File: config.mk
export PLATFORM = sky130hd
export DESIGN_NAME = fazyrv_seq
export DESIGN_NICKNAME = d
export VERILOG_FILES = /design/src/rtl/fazyrv_seq_pkg.sv /design/src/rtl/fazyrv_bus_wdog.sv /design/src/rtl/fazyrv.sv
export SDC_FILE = /design/constraint.sdc
export NUM_CORES = 1
export LEC_CHECK = 0
export CORE_ASPECT_RATIO = 1.25
export CORE_MARGIN = 5
export CORE_UTILIZATION = 39
export CTS_CLUSTER_SIZE = 28
export DETAILED_ROUTE_END_ITERATION = 6
export PLACE_DENSITY_LB_ADDON = 0.25
export SYNTH_ARGS = -nofsm -noshare
export SYNTH_HDL_FRONTEND = slang
export SYNTH_HIERARCHICAL = 1
export SYNTH_SLANG_ARGS = --single-unit
File: constraint.sdc
create_clock -name clk_i -period 1.6 [get_ports clk_i]
set_input_delay 0.16 -clock clk_i [delete_from_list [all_inputs] [get_ports clk_i]]
set_output_delay 0.16 -clock clk_i [all_outputs]
set_load 0.05 [all_outputs]
File: src/rtl/fazyrv_seq_pkg.sv
// Shared types and constants for the FazyRV control sequencer.
// The state enum, fault-cause codes and CONF selector strings live here.
package fazyrv_seq_pkg;

    typedef enum logic [2:0] {
        S_IDLE,
        S_IFETCH,
        S_DECODE,
        S_ICYC1,
        S_ICYC2,
        S_SHIFT,
        S_ACK,
        S_FAULT
    } seq_state_e;

    localparam logic [1:0] FC_NONE     = 2'b00;
    localparam logic [1:0] FC_IMEM_ERR = 2'b01;
    localparam logic [1:0] FC_IMEM_TO  = 2'b10;
    localparam logic [1:0] FC_DMEM     = 2'b11;

    localparam logic [23:0] CONF_MIN = "MIN";
    localparam logic [23:0] CONF_CSR = "CSR";

endpackage

File: src/rtl/fazyrv_bus_wdog.sv
// Bus wait watchdog: counts cycles spent waiting for an ack and flags a
// timeout on the last permitted wait cycle. MEM_TIMEOUT=0 disables it.
module fazyrv_bus_wdog #(
    parameter int unsigned MEM_TIMEOUT = 0
) (
    input  logic clk_i,
    input  logic rst_in,
    input  logic clr_i,
    input  logic wait_i,
    output logic timeout_o
);

    localparam bit          ENABLED = (MEM_TIMEOUT != 0);
    localparam logic [7:0]  LIMIT   = ENABLED ? 8'(MEM_TIMEOUT - 1) : 8'd0;

    logic [7:0] cnt_r;

    always_ff @(posedge clk_i or negedge rst_in) begin
        if (!rst_in) begin
            cnt_r <= '0;
        end else if (clr_i) begin
            cnt_r <= '0;
        end else if (wait_i && (cnt_r != '1)) begin
            cnt_r <= cnt_r + 8'd1;
        end
    end

    assign timeout_o = ENABLED && wait_i && (cnt_r == LIMIT);

endmodule

File: src/rtl/fazyrv.sv
// Control sequencer for the bit-serial FazyRV core: walks each instruction
// through fetch, decode latency, serial passes, shift and memory phases.
module fazyrv_seq
    import fazyrv_seq_pkg::*;
#(
    parameter int unsigned BWIDTH           = 2,
    parameter int unsigned REG_WIDTH        = 32,
    parameter int unsigned CYCLES_PER_INSTR = REG_WIDTH / BWIDTH,
    parameter int unsigned RF_RD_LAT        = 1,
    parameter int unsigned RF_IS_RAM        = 0,
    parameter logic [23:0] CONF             = "CSR",
    parameter int unsigned MEM_TIMEOUT      = 0,
    localparam int unsigned CW = (CYCLES_PER_INSTR > 1) ? $clog2(CYCLES_PER_INSTR) : 1
) (
    input  logic          clk_i,
    input  logic          rst_in,
    input  logic          abort_i,
    input  logic          pc_noinc_i,
    input  logic          any_jmp_i,
    input  logic          any_br_i,
    input  logic          any_ld_i,
    input  logic          any_st_i,
    input  logic          any_shft_i,
    input  logic          any_slt_i,
    input  logic          any_csr_i,
    input  logic          shft_done_i,
    input  logic          imem_ack_i,
    input  logic          imem_err_i,
    input  logic          dmem_ack_i,
    input  logic          dmem_err_i,
    output logic          imem_stb_o,
    output logic          dmem_stb_o,
    output logic          rf_ram_rstb_o,
    output logic          rf_ram_wstb_o,
    output logic          lsb_o,
    output logic          msb_o,
    output logic          pc_inc_o,
    output logic          cyc_ack_o,
    output logic          cyc_two_o,
    output logic          cyc_shft_o,
    output logic          cyc_two_shift_next_o,
    output logic          hlt_regs_o,
    output logic          hlt_spm_a_o,
    output logic          hlt_imm_o,
    output logic [CW-1:0] icyc_o,
    output logic          fault_o,
    output logic [1:0]    fault_cause_o
);

    // Counter is at least 2 bits wide so it can also count decode latency.
    localparam int unsigned NW         = (CW < 2) ? 2 : CW;
    localparam bit          FULL_CTRL  = (CONF != CONF_MIN);
    localparam bit          CSR_WR     = (CONF == CONF_CSR);
    localparam bit          RAM        = (RF_IS_RAM != 0);
    localparam logic [NW-1:0] LAST_CYC = NW'(CYCLES_PER_INSTR - 1);
    localparam logic [NW-1:0] LAST_DEC = NW'(RF_RD_LAT - 1);

    seq_state_e    state_r, state_nxt;
    logic [NW-1:0] cyc_r, cyc_nxt;
    logic [1:0]    cause_r, cause_nxt;
    logic          lsb_r;
    logic          msb;
    logic          abort;
    logic          timeout;
    logic          wd_clr;
    logic          wd_wait;
    logic          last_cyc;
    logic          late_inc;

    assign abort    = abort_i & FULL_CTRL;
    assign last_cyc = (cyc_r == LAST_CYC);
    assign late_inc = any_br_i | any_ld_i | any_st_i;

    always_comb begin
        state_nxt = state_r;
        cause_nxt = cause_r;
        msb       = 1'b0;
        unique case (state_r)
            S_IDLE: begin
                msb       = 1'b1;
                state_nxt = S_IFETCH;
            end
            S_IFETCH: begin
                msb = 1'b1;
                if (imem_ack_i) begin
                    state_nxt = S_DECODE;
                end else if (imem_err_i) begin
                    state_nxt = S_FAULT;
                    cause_nxt = FC_IMEM_ERR;
                end else if (timeout) begin
                    state_nxt = S_FAULT;
                    cause_nxt = FC_IMEM_TO;
                end
            end
            S_DECODE: begin
                msb = 1'b1;
                if (cyc_r == LAST_DEC) state_nxt = S_ICYC1;
            end
            S_ICYC1: begin
                if (last_cyc) begin
                    msb = 1'b1;
                    if (abort)                                            state_nxt = S_IFETCH;
                    else if (any_shft_i)                                  state_nxt = shft_done_i ? S_ICYC2 : S_SHIFT;
                    else if (any_ld_i)                                    state_nxt = S_ACK;
                    else if (any_jmp_i | any_br_i | any_st_i | any_slt_i | any_csr_i) state_nxt = S_ICYC2;
                    else                                                  state_nxt = S_IFETCH;
                end
            end
            S_ICYC2: begin
                if (last_cyc) begin
                    msb       = 1'b1;
                    state_nxt = any_st_i ? S_ACK : S_IFETCH;
                end
            end
            S_SHIFT: begin
                if (shft_done_i) begin
                    msb       = 1'b1;
                    state_nxt = S_ICYC2;
                end
            end
            S_ACK: begin
                msb = dmem_ack_i;
                if (abort) begin
                    state_nxt = S_IFETCH;
                end else if (dmem_ack_i) begin
                    if (any_ld_i) state_nxt = shft_done_i ? S_ICYC2 : S_SHIFT;
                    else          state_nxt = S_IFETCH;
                end else if (dmem_err_i | timeout) begin
                    state_nxt = S_FAULT;
                    cause_nxt = FC_DMEM;
                end
            end
            S_FAULT: begin
                msb       = 1'b1;
                state_nxt = S_IFETCH;
            end
            default: state_nxt = S_IDLE;
        endcase
    end

    // Serial index only advances while staying in a counting state.
    always_comb begin
        cyc_nxt = '0;
        if ((state_nxt == state_r) &&
            ((state_r == S_DECODE) || (state_r == S_ICYC1) || (state_r == S_ICYC2)))
            cyc_nxt = cyc_r + 1'b1;
    end

    always_ff @(posedge clk_i or negedge rst_in) begin
        if (!rst_in) begin
            state_r <= S_IDLE;
            cyc_r   <= '0;
            lsb_r   <= 1'b0;
            cause_r <= FC_NONE;
        end else begin
            state_r <= state_nxt;
            cyc_r   <= cyc_nxt;
            lsb_r   <= msb;
            cause_r <= cause_nxt;
        end
    end

    assign wd_clr  = (state_nxt != state_r) && ((state_nxt == S_IFETCH) || (state_nxt == S_ACK));
    assign wd_wait = ((state_r == S_IFETCH) && !imem_ack_i) || ((state_r == S_ACK) && !dmem_ack_i);

    fazyrv_bus_wdog #(
        .MEM_TIMEOUT (MEM_TIMEOUT)
    ) u_wdog (
        .clk_i     (clk_i),
        .rst_in    (rst_in),
        .clr_i     (wd_clr),
        .wait_i    (wd_wait),
        .timeout_o (timeout)
    );

    assign imem_stb_o           = (state_r == S_IFETCH);
    assign dmem_stb_o           = (state_r == S_ACK);
    assign msb_o                = msb;
    assign lsb_o                = lsb_r;
    assign icyc_o               = cyc_r[CW-1:0];
    assign pc_inc_o             = lsb_r & ~(pc_noinc_i & FULL_CTRL) &
                                  (late_inc ? (state_r == S_ICYC2) : (state_r == S_ICYC1));
    assign cyc_ack_o            = (state_r == S_ACK);
    assign cyc_two_o            = (state_r == S_ICYC2);
    assign cyc_shft_o           = (state_r == S_SHIFT);
    assign cyc_two_shift_next_o = (state_nxt == S_ICYC2) || (state_nxt == S_SHIFT);
    assign hlt_regs_o           = ~((state_r == S_ICYC1) || (state_r == S_ICYC2));
    assign hlt_spm_a_o          = ~((state_r == S_ICYC1) & ~(any_shft_i & msb));
    assign hlt_imm_o            = (state_r == S_ICYC1) & any_br_i;
    assign fault_o              = (state_r == S_FAULT);
    assign fault_cause_o        = cause_r;
    assign rf_ram_rstb_o        = RAM && (state_r == S_DECODE) && (cyc_r < NW'(2));
    assign rf_ram_wstb_o        = RAM && ((state_r == S_IFETCH) ||
                                  (CSR_WR && (state_r == S_ICYC2) && lsb_r && any_csr_i));

endmodule

### Yosys cells after proc, flatten, opt, wreduce, memory -nomap -nowiden

Index checks and enable logic that the tools add are counted.

* bits in registers: 10
* bits in latches: 0
* bits in writable memories: 0
* bits in read-only memories: 0
* input port bits: 16
* output and inout bits: 21
* word-level logic and storage cells: 76
* memories kept: 0

* add/sub/neg operators: 1
* $mul: 0
* divide/modulo/power cells: 0
* magnitude comparators: 0
* equal/unequal tests: 16
* shifts and indexed selects: 0
* multiplexer cells: 28
* bitwise operators: 15
* reductions and logical operators: 12

Operators with widths (count)
* two-way mux 3 bit: 15
* one-hot mux 3 bit (7 select lines): 1
* equality test 3 bit (second input constant): 6
* two-way mux 2 bit: 5
* inequality test 2 bit (second input constant): 5
* equality test 3 x 2 -> 1 bit (second input constant): 2
* OR 1 bit: 6
* AND reduction 6 bit: 1
* bitwise AND 1 bit: 5
* adder 4 x 1 -> 4 bit (second input constant): 1
* equality test 4 bit (second input constant): 1
* logical NOT 4 bit: 1
* logical OR 1 bit: 4
* two-way mux 1 bit: 4
* two-way mux 4 bit: 1
* inverter 1 bit: 4
* one-hot mux 1 bit (4 select lines): 1
* one-hot mux 2 bit (2 select lines): 1
* OR reduction 2 bit: 2
* OR reduction 4 bit: 1
* equality test 3 x 1 -> 1 bit (second input constant): 1
* equality test 3 bit: 1
* logical NOT 3 bit: 1
* nonzero test 2 bit: 1
* logical AND 1 bit: 1

### Logic depth before layout (Yosys ltp)

Gate-level depths: netlist of run 1.

* depth in word-level cells: 13
* gate-level depth with buffers: 8
* depth with buffers taken out: 7

### Modules after synthesis

The synthesis of run 1 kept the hierarchy.

Modules (own cells, without submodules)
* fazyrv_seq: instances 1, cells an instance 114, area an instance 950.9 µm², sequential area each 250.2 µm²
* fazyrv_bus_wdog: instances 1, cells an instance 2, area an instance 11.3 µm², sequential area each 0.0 µm²

### Least setup slack after synthesis of run 1

No wires, ideal clock.

* path type: register to output
* from: register state_r[2]
* to: output port cyc_two_shift_next_o
* arrival time: 2764 ps
* data required time: 1440 ps
* path slack: -1324 ps
* cell stages (with the launch flop): 8
* buffers on the path: 1
* cells stage by stage: dfrtp_1 -> buf_4 -> nor3b_2 -> nor2b_1 -> nand2_1 -> nand2_1 -> inv_1 -> nor3_1

* elaborated cells between the ends (all ways): 22
* those cells by class: eq/ne: 9; mux: 10; reduce/logical: 3

RTL lines
* from (decl): line fazyrv.sv:58 `seq_state_e state_r, state_nxt;`
* from (signal assigned): line fazyrv.sv:156 `state_r <= state_nxt;`
* equality test 3 x 1 -> 1 bit (*)
* named net imem_stb_o: line fazyrv.sv:31 `output logic imem_stb_o,`
* one-hot mux 3 bit (7 select lines) (*): line fazyrv.sv:78 `unique case (state_r)`
* named net state_nxt[1]: line fazyrv.sv:58
* equality test 3 bit: line fazyrv.sv:186 `assign cyc_two_shift_next_o = (state_nxt == S_ICYC2) || (state_nxt == S_SHIFT);`
* logical OR 1 bit (*): line fazyrv.sv:186
* to (decl): line fazyrv.sv:41 `output logic cyc_two_shift_next_o,`

Mark *: on every way through the listed nets, which the timed path passes. The rest lies on a longest branch.

### Worst setup path after layout of run 1

* from: register cyc_r[0] (netlist: icyc_o[0])
* to: output port hlt_spm_a_o

* longest elaborated chain between the ends: 7

Ends and longest elaborated chain
* from (decl): line fazyrv.sv:59 `logic [NW-1:0] cyc_r, cyc_nxt;`
* from (signal assigned): line fazyrv.sv:157 `cyc_r <= cyc_nxt;`
* equality test 4 bit: line fazyrv.sv:71 `assign last_cyc = (cyc_r == LAST_CYC);`
* two-way mux 1 bit: line fazyrv.sv:100, fazyrv.sv:110
* one-hot mux 1 bit (4 select lines): line fazyrv.sv:78
* bitwise AND 1 bit: line fazyrv.sv:188 `assign hlt_spm_a_o = ~((state_r == S_ICYC1) & ~(any_shft_i & msb));`
* inverter 1 bit: line fazyrv.sv:188
* bitwise AND 1 bit: line fazyrv.sv:188
* inverter 1 bit: line fazyrv.sv:188
* to (decl): line fazyrv.sv:43 `output logic hlt_spm_a_o,`

No other way between the ends.

==> summary.md, run 1 <==
| Metric | Value |
|---|---|
| Critical path data required time | `1440 ps` |
| Grt ovf | `0` |
| Critical Path Fanout Max | `5` |
| Full die area | `3470 sq um` |
| Clk buf depth | `2` |
| Synth warn | `6` |
| Share of layout cells above drive strength 1 | `65.1%` |
| CTS Root Buffer Type | `clkbuf_4` |
| Minimum hold slack | `208 ps` |
| Final Hold Fails | `0` |
| Power per cell area | `1950 nW/um^2` |
| Antenna viol nets, final | `0` |
| RR Endpoint | `icyc_o[2]$_DFF_PN0_` |
| Crit path capture type | `output pin` |
| DR vias | `1258` |
| Clk_lat worst skew | `260 ps` |
| Slack of the critical path | `-365 ps` |
| Synth Cell Area | `930 sq um` |
| Reg2reg setup slack | `-260 ps` |
| Wirelength per Cell | `18.8 um` |
| Placer Congestion | `0.880` |
| Outcome | `finished, violations left` |
| # clock sinks | `10` |
| First-pass GRT wire length | `5660 um` |
| Classification of the worst setup path | `flop to output pin` |
| Crit-path cells | `ha_4, nand3_4, o2111a_1, a21oi_4, a211o_4, buf_8` |
| Violated checks | `negative setup slack` |
| Critical Path Max Stage Delay | `430 ps` |
| Vias per std cell | `5.72` |
| Finish-stage setup viols | `10` |
| Drt pass-1 iters | `4` |
| Detailed Place HPWL | `2520 um` |
| Die Y-Extent | `64.6 um` |
| Vias in the first global route | `1255` |
| GRT Total Usage | `21.6%` |
| Largest net degree at the start of global routing | `11` |
| Antenna Cells | `0` |
| Initial Util | `41.6%` |
| Max rail drop VDD | `0.00194 V` |
| Io pins | `37` |
| CTS tree | `yes` |
| H-tree Lvls | `1` |
| Place WS | `-458 ps` |
| Final setup skew | `8.37 ps` |
| Cts bufs inserted | `3` |
| RSZ-0062 raised after global routing | `yes` |
| Mapped Cells | `112` |
| Worst path slowest cell | `dfrtp_2` |
| Area added between synthesis and finish | `116%` |
| Core Footprint | `2230 sq um` |
| Final WL | `4130 um` |
| Min-Delay Path Class | `primary input to asynchronous set/reset pin` |
| Maximum capacitance violations | `0` |
| Number of port buffers | `34` |
| Worst R2R Start | `state_r[1]$_DFF_PN0_` |
| Die Wd | `53.7 um` |
| Period utilisation layout | `123%` |
| Initial DRC count | `51` |
| Fmax | `509 MHz` |
| Initial antenna violation count | `0` |
| Setup crit start kind | `flop` |
| Max-slew violation count | `0` |
| FF-to-FF path depth | `8` |
| Leak | `0.846 nW` |
| Minimum clock period | `1970 ps` |
| Clock transition at the registers of the reported paths | `70 ps` |
| Nets | `208` |
| Post-Syn Area per Cell | `8.30 sq um` |
| WP data arrival | `1810 ps` |
| Drt drc | `0` |
| Placement Rows | `19` |
per-layer routing:
| layer | wire length [um] | track usage (%) | vias up |
|---|---|---|---|
| met5 | 0 | 0 | - |
| li1 | - | - | 558 |
| met1 | 1460 | 23.9 | 595 |
| met4 | 230 | 7.99 | 0 |
| met3 | 269 | 2.06 | 29 |
| met2 | 2160 | 40.5 | 76 |
layout by cell type, fill, tap and decap left out, types with 3 or more instances in the layout:
cell / instances
dfrtp_2: 7
buf_6: 6
nand2_2: 4
nor3b_2: 3
a211oi_2: 3
nand2_1: 4
a21oi_1: 4
nor2_1: 11
nand3_1: 3
clkdlybuf4s50_1: 13
clkbuf_4: 3
conb_1: 3
dfrtp_1: 3
buf_4: 47
inv_2: 3
buf_12: 11
nor3b_4: 3
worst max-delay path by stage:
stage	start	end	slack, ps	cells past startpoint
after floorplan	state_r[2]$_DFF_PN0_	cyc_two_shift_next_o	-420	7
after global placement	any_jmp_i	icyc_o[0]$_DFF_PN0_	-430	6
after detailed placement	any_jmp_i	icyc_o[0]$_DFF_PN0_	-460	6
after CTS	icyc_o[1]$_DFF_PN0_	hlt_spm_a_o	-320	6
after global routing	state_r[1]$_DFF_PN0_	cyc_two_shift_next_o	-480	8
final	icyc_o[0]$_DFF_PN0_	hlt_spm_a_o	-370	6
stage by stage:
stage | setup TNS (ps) | util [%] | power (mW) | instance area, sq um | cells
6_report | -2280 | 89.7 | 3.91 | 2000 | 220
3_5_place_dp | -2520 | 76.5 | 3.11 | 1710 | 205
3_3_place_gp | -2320 | 76.5 | 3.06 | 1710 | 205
2_1_floorplan | -2240 | - | 1.94 | 1030 | 113
4_1_cts | -1890 | 86.0 | 3.67 | 1920 | 217
5_1_grt | -3230 | 89.7 | 4.10 | 2000 | 220
what timing repair did:
| action | in CTS | in global routing |
|---|---|---|
| pin swaps | 8 | 14 |
| resized for setup | 35 | 17 |
| buffers inserted | 10 | 6 |
| endpoints found under the setup margin | 14 | 12 |
| hold buffers | 0 | 0 |
state kept, by name, indices dropped and copies added (netlist names):
name,flops
lsb_o,1
icyc_o,4
state_r,3
fault_cause_o,2
area by class of cell:
cell class / instances / area, sq um
Timing Repair Buffer: 81 / 822
Multi-Input combinational cell: 88 / 823
Inverter: 6 / 25.0
Fill cell: 103 / 230
Sequential cell: 10 / 259
Clock buffer: 4 / 36.3
Tap cell: 31 / 38.8
power by group:
group          leakage, nW  internal (mW)  switching [mW]
Combinational        0.714           1.57            1.65
Sequential           0.111          0.343           0.124
Clock               0.0210          0.138          0.0893
critical path, delay by kind of cell (launching register included):
kind                     cells  cell delay (ps)
adder cells (fa/ha/maj)      1              190
AND/OR/NAND/NOR              1              110
buffers and inverters        1              150
AO/OA/AOI/OAI                3              650
flip-flops                   1              430
Note: power is estimated with default switching activity, not from simulation.
==> run 2, diff against run 1 <==
Settings changed: PLACE_DENSITY set to 0.75, PLACE_DENSITY_LB_ADDON 0.25 to unset.
==> summary.md, run 2 <==
| Metric | Value |
|---|---|
| Cts bufs inserted | `3 (unchanged)` |
| Post-Syn Area per Cell | `8.30 sq um (unchanged)` |
| Io pins | `37 (unchanged)` |
| Initial antenna violation count | `0` |
| Post-GRT worst EP | `cyc_two_shift_next_o` |
| Initial Util | `41.6% (unchanged)` |
| Placement Rows | `19 (unchanged)` |
| Die Y-Extent | `64.6 um (unchanged)` |
| Largest net degree at the start of global routing | `11` |
| Synth Cell Area | `930 sq um (unchanged)` |
| Mapped Cells | `112 (unchanged)` |
| Clk buf depth | `2 (unchanged)` |
| Error msg | `[ERROR DPL-0033] detailed placement checks failed during check placement.` |
| CTS Root Buffer Type | `clkbuf_4` |
| Worst endpoint type | `output port` |
| Placer Congestion | `0.858 (-2.4%)` |
| Synth warn | `6 (unchanged)` |
| H-tree Lvls | `1 (unchanged)` |
| Dpl cell area | `1720 sq um (+0.59%)` |
| Detailed Place HPWL | `2500 um (-0.86%)` |
| Number of port buffers | `34 (unchanged)` |
| Outcome | `did not finish` |
| Die Wd | `53.7 um (unchanged)` |
| Place WS | `-481 ps (-22.6 ps)` |
| Hold_buf cts | `0 (unchanged)` |
| Stage reached | `global routing` |
-- run 2: timing repair --
action,4_1_cts
pin swaps,8
resized for setup,26
setup buffers,9
hold endpoints to repair,0
endpoints found under the setup margin,14
-- run 2: per-stage QoR --
step | cells | utilization (%)
floorplan | 113 | -
global placement | 208 | 77.0
detailed placement | 208 | 77.0
CTS | 220 | 85.7
==> run 3, diff against run 2 <==
Settings changed: CORE_AREA set to 5 5 66 68, CORE_ASPECT_RATIO 1.25 to unset, CORE_MARGIN 5 to unset, CORE_UTILIZATION 39 to unset, CTS_CLUSTER_SIZE 28 to unset, DIE_AREA set to 0 0 71 73, PLACE_DENSITY 0.75 to unset, PLACE_DENSITY_LB_ADDON set to 0.15.
Clock period 1.6 ns to 2.1 ns, I/O delays scaled along.
==> summary.md, run 3 (same netlist as run 1, synthesis figures left out) <==
| Metric | Value |
|---|---|
| Outcome | `finished, final reports clean` |
| Min-Delay Path Class | `primary input to asynchronous set/reset pin` |
| Worst R2R Start | `icyc_o[0]$_DFF_PN0_` |
| Vias in the first global route | `963` |
| Final Hold Fails | `0` |
| Number of port buffers | `34 (unchanged)` |
| Initial Util | `24.5% (-17 points)` |
| Crit-path cells | `ha_4, and3_4, a211oi_2, a211oi_1, buf_4, nor3_4, buf_6` |
| Worst Max-Slew Pin Slew | `520 ps` |
| Max rail drop VDD | `0.000524 V` |
| Power per cell area | `1450 nW/um^2` |
| Initial DRC count | `41` |
| Area added between synthesis and finish | `77.4%` |
| WP data arrival | `1810 ps` |
| Initial antenna violation count | `0` |
| Die Y-Extent | `73 um (+13%)` |
| Clock transition at the registers of the reported paths | `50 ps` |
| Top delay family on crit path | `flip-flops` |
| Headroom to the max-slew limit | `65.2%` |
| Detailed Place HPWL | `2320 um (-7.2%)` |
| Placement Rows | `23 (+4)` |
| CTS Root Buffer Type | `clkbuf_8` |
| Crit path capture type | `output pin` |
| Reg2reg setup slack | `180 ps` |
| Setup crit start kind | `flop` |
| Largest net degree at the start of global routing | `12` |
| Multi-input gate area | `722 sq um` |
| Drt pass-1 iters | `4` |
| Classification of the worst setup path | `flop to output pin` |
| Reg area | `255 sq um` |
| Sequential power share | `14.3%` |
| Core Footprint | `3800 sq um` |
| Crit path buffers/inverters | `2` |
| Clock power frac | `8.6%` |
| Sw Ratio | `49.5%` |
| Minimum clock period | `2020 ps` |
| First-pass GRT wire length | `4720 um` |
| Critical path data required time | `1890 ps` |
| Comb power frac | `77.1%` |
| Critical Path Fanout Max | `4` |
| Leak | `0.633 nW` |
| Final WL | `2910 um` |
| Number of flip-flops in the largest register | `4` |
| Setup_tns | `0 ps` |
| Path length in cells of the critical path | `7` |
| DR vias | `970` |
| Hold_buf cts | `0 (unchanged)` |
| Commonest non-fill, non-tap cell in the layout | `clkdlybuf4s50_1` |
| Nets | `178` |
| Full die area | `5180 sq um` |
| H-tree Lvls | `1 (unchanged)` |
| Antenna viol nets, final | `0` |
| GRT Total Usage | `11.3%` |
| Internal | `1.21 mW` |
| Placer Congestion | `0.747 (-13%)` |
| Vias per std cell | `4.64` |
| Grt ovf | `0` |
| Sw power | `1.18 mW` |
| Drt drc | `0` |
| Most frequent cells in the layout | `clkdlybuf4s50_1 (22), buf_4 (20), nor2_1 (14)` |
| Finish-stage setup viols | `0` |
| Antenna Cells | `0` |
| # clock sinks | `10` |
| RR Endpoint | `icyc_o[0]$_DFF_PN0_` |
| Wirelength per Cell | `13.9 um` |
| Worst path slowest cell | `dfrtp_2` |
| Io pins | `37 (unchanged)` |
| Max-slew violation count | `0` |
| Critical Path Max Stage Delay | `420 ps` |
| Maximum capacitance violations | `0` |
| Die Wd | `71 um (+32%)` |
| Clk buf depth | `2 (unchanged)` |
| Cts bufs inserted | `3 (unchanged)` |
| Fmax | `494 MHz` |
| Final setup skew | `5.54 ps` |
| Period utilisation layout | `96.4%` |
| Filler cells | `392` |
| Fin util | `43.4%` |
| Clk_lat worst skew | `230 ps` |
| CTS tree | `yes` |
| FF-to-FF path depth | `8` |
| Share of layout cells above drive strength 1 | `39.0%` |
==> run 3: what timing repair did <==
action	in CTS	in global routing
pin swaps	0	1
endpoints found under the setup margin	2	2
resized for setup	9	6
gates cloned	0	0
setup buffers	0	4
==> run 3: metrics by stage <==
| step | instance area [sq um] | total power [mW] | hold WS, ps | instances | setup slack [ps] |
|---|---|---|---|---|---|
| floorplan | 996 | 1.45 | -85.6 | 113 | -4.55 |
| global placement | 1510 | 2.11 | 519 | 201 | 45.6 |
| detailed placement | 1510 | 2.11 | 533 | 201 | 36.9 |
| CTS | 1590 | 2.36 | 334 | 205 | 27.2 |
| global route | 1650 | 2.53 | 358 | 209 | -7.06 |
| finish | 1650 | 2.39 | 325 | 209 | 76.6 |
==> run 3: layout make-up <==
class	count	area share, %
well taps	50	3.79
clock buffers	4	2.73
repair buffers	51	32.9
multi-input cells	88	43.8
inverters	6	1.37
flip-flops and latches	10	15.5
==> run 3: worst max-delay path by stage <==
stage	startpoint	to	slack (ps)
global placement	any_ld_i	icyc_o[0]$_DFF_PN0_	50
finish	icyc_o[1]$_DFF_PN0_	cyc_two_shift_next_o	80
floorplan	icyc_o[0]$_DFF_PN0_	hlt_spm_a_o	-5
global route	icyc_o[1]$_DFF_PN0_	cyc_two_shift_next_o	-7
detailed placement	any_ld_i	icyc_o[0]$_DFF_PN0_	40
CTS	icyc_o[1]$_DFF_PN0_	cyc_two_shift_next_o	30
==> run 3: power by group through the flow <==
stage,sequential (mW),combinational [mW],clock [mW]
floorplan,0.418,1.04,0
global placement,0.345,1.76,0
detailed placement,0.345,1.77,0
CTS,0.344,1.80,0.217
global route,0.354,1.96,0.224
finish,0.342,1.85,0.205
==> run 3: metal layers <==
metal	vias up	track usage [%]	share of wire, %
met5	-	0	0
met4	0	3.13	0.93
met3	2	2.75	5.4
met1	454	14.6	44
met2	23	18.9	49
li1	491	-	-
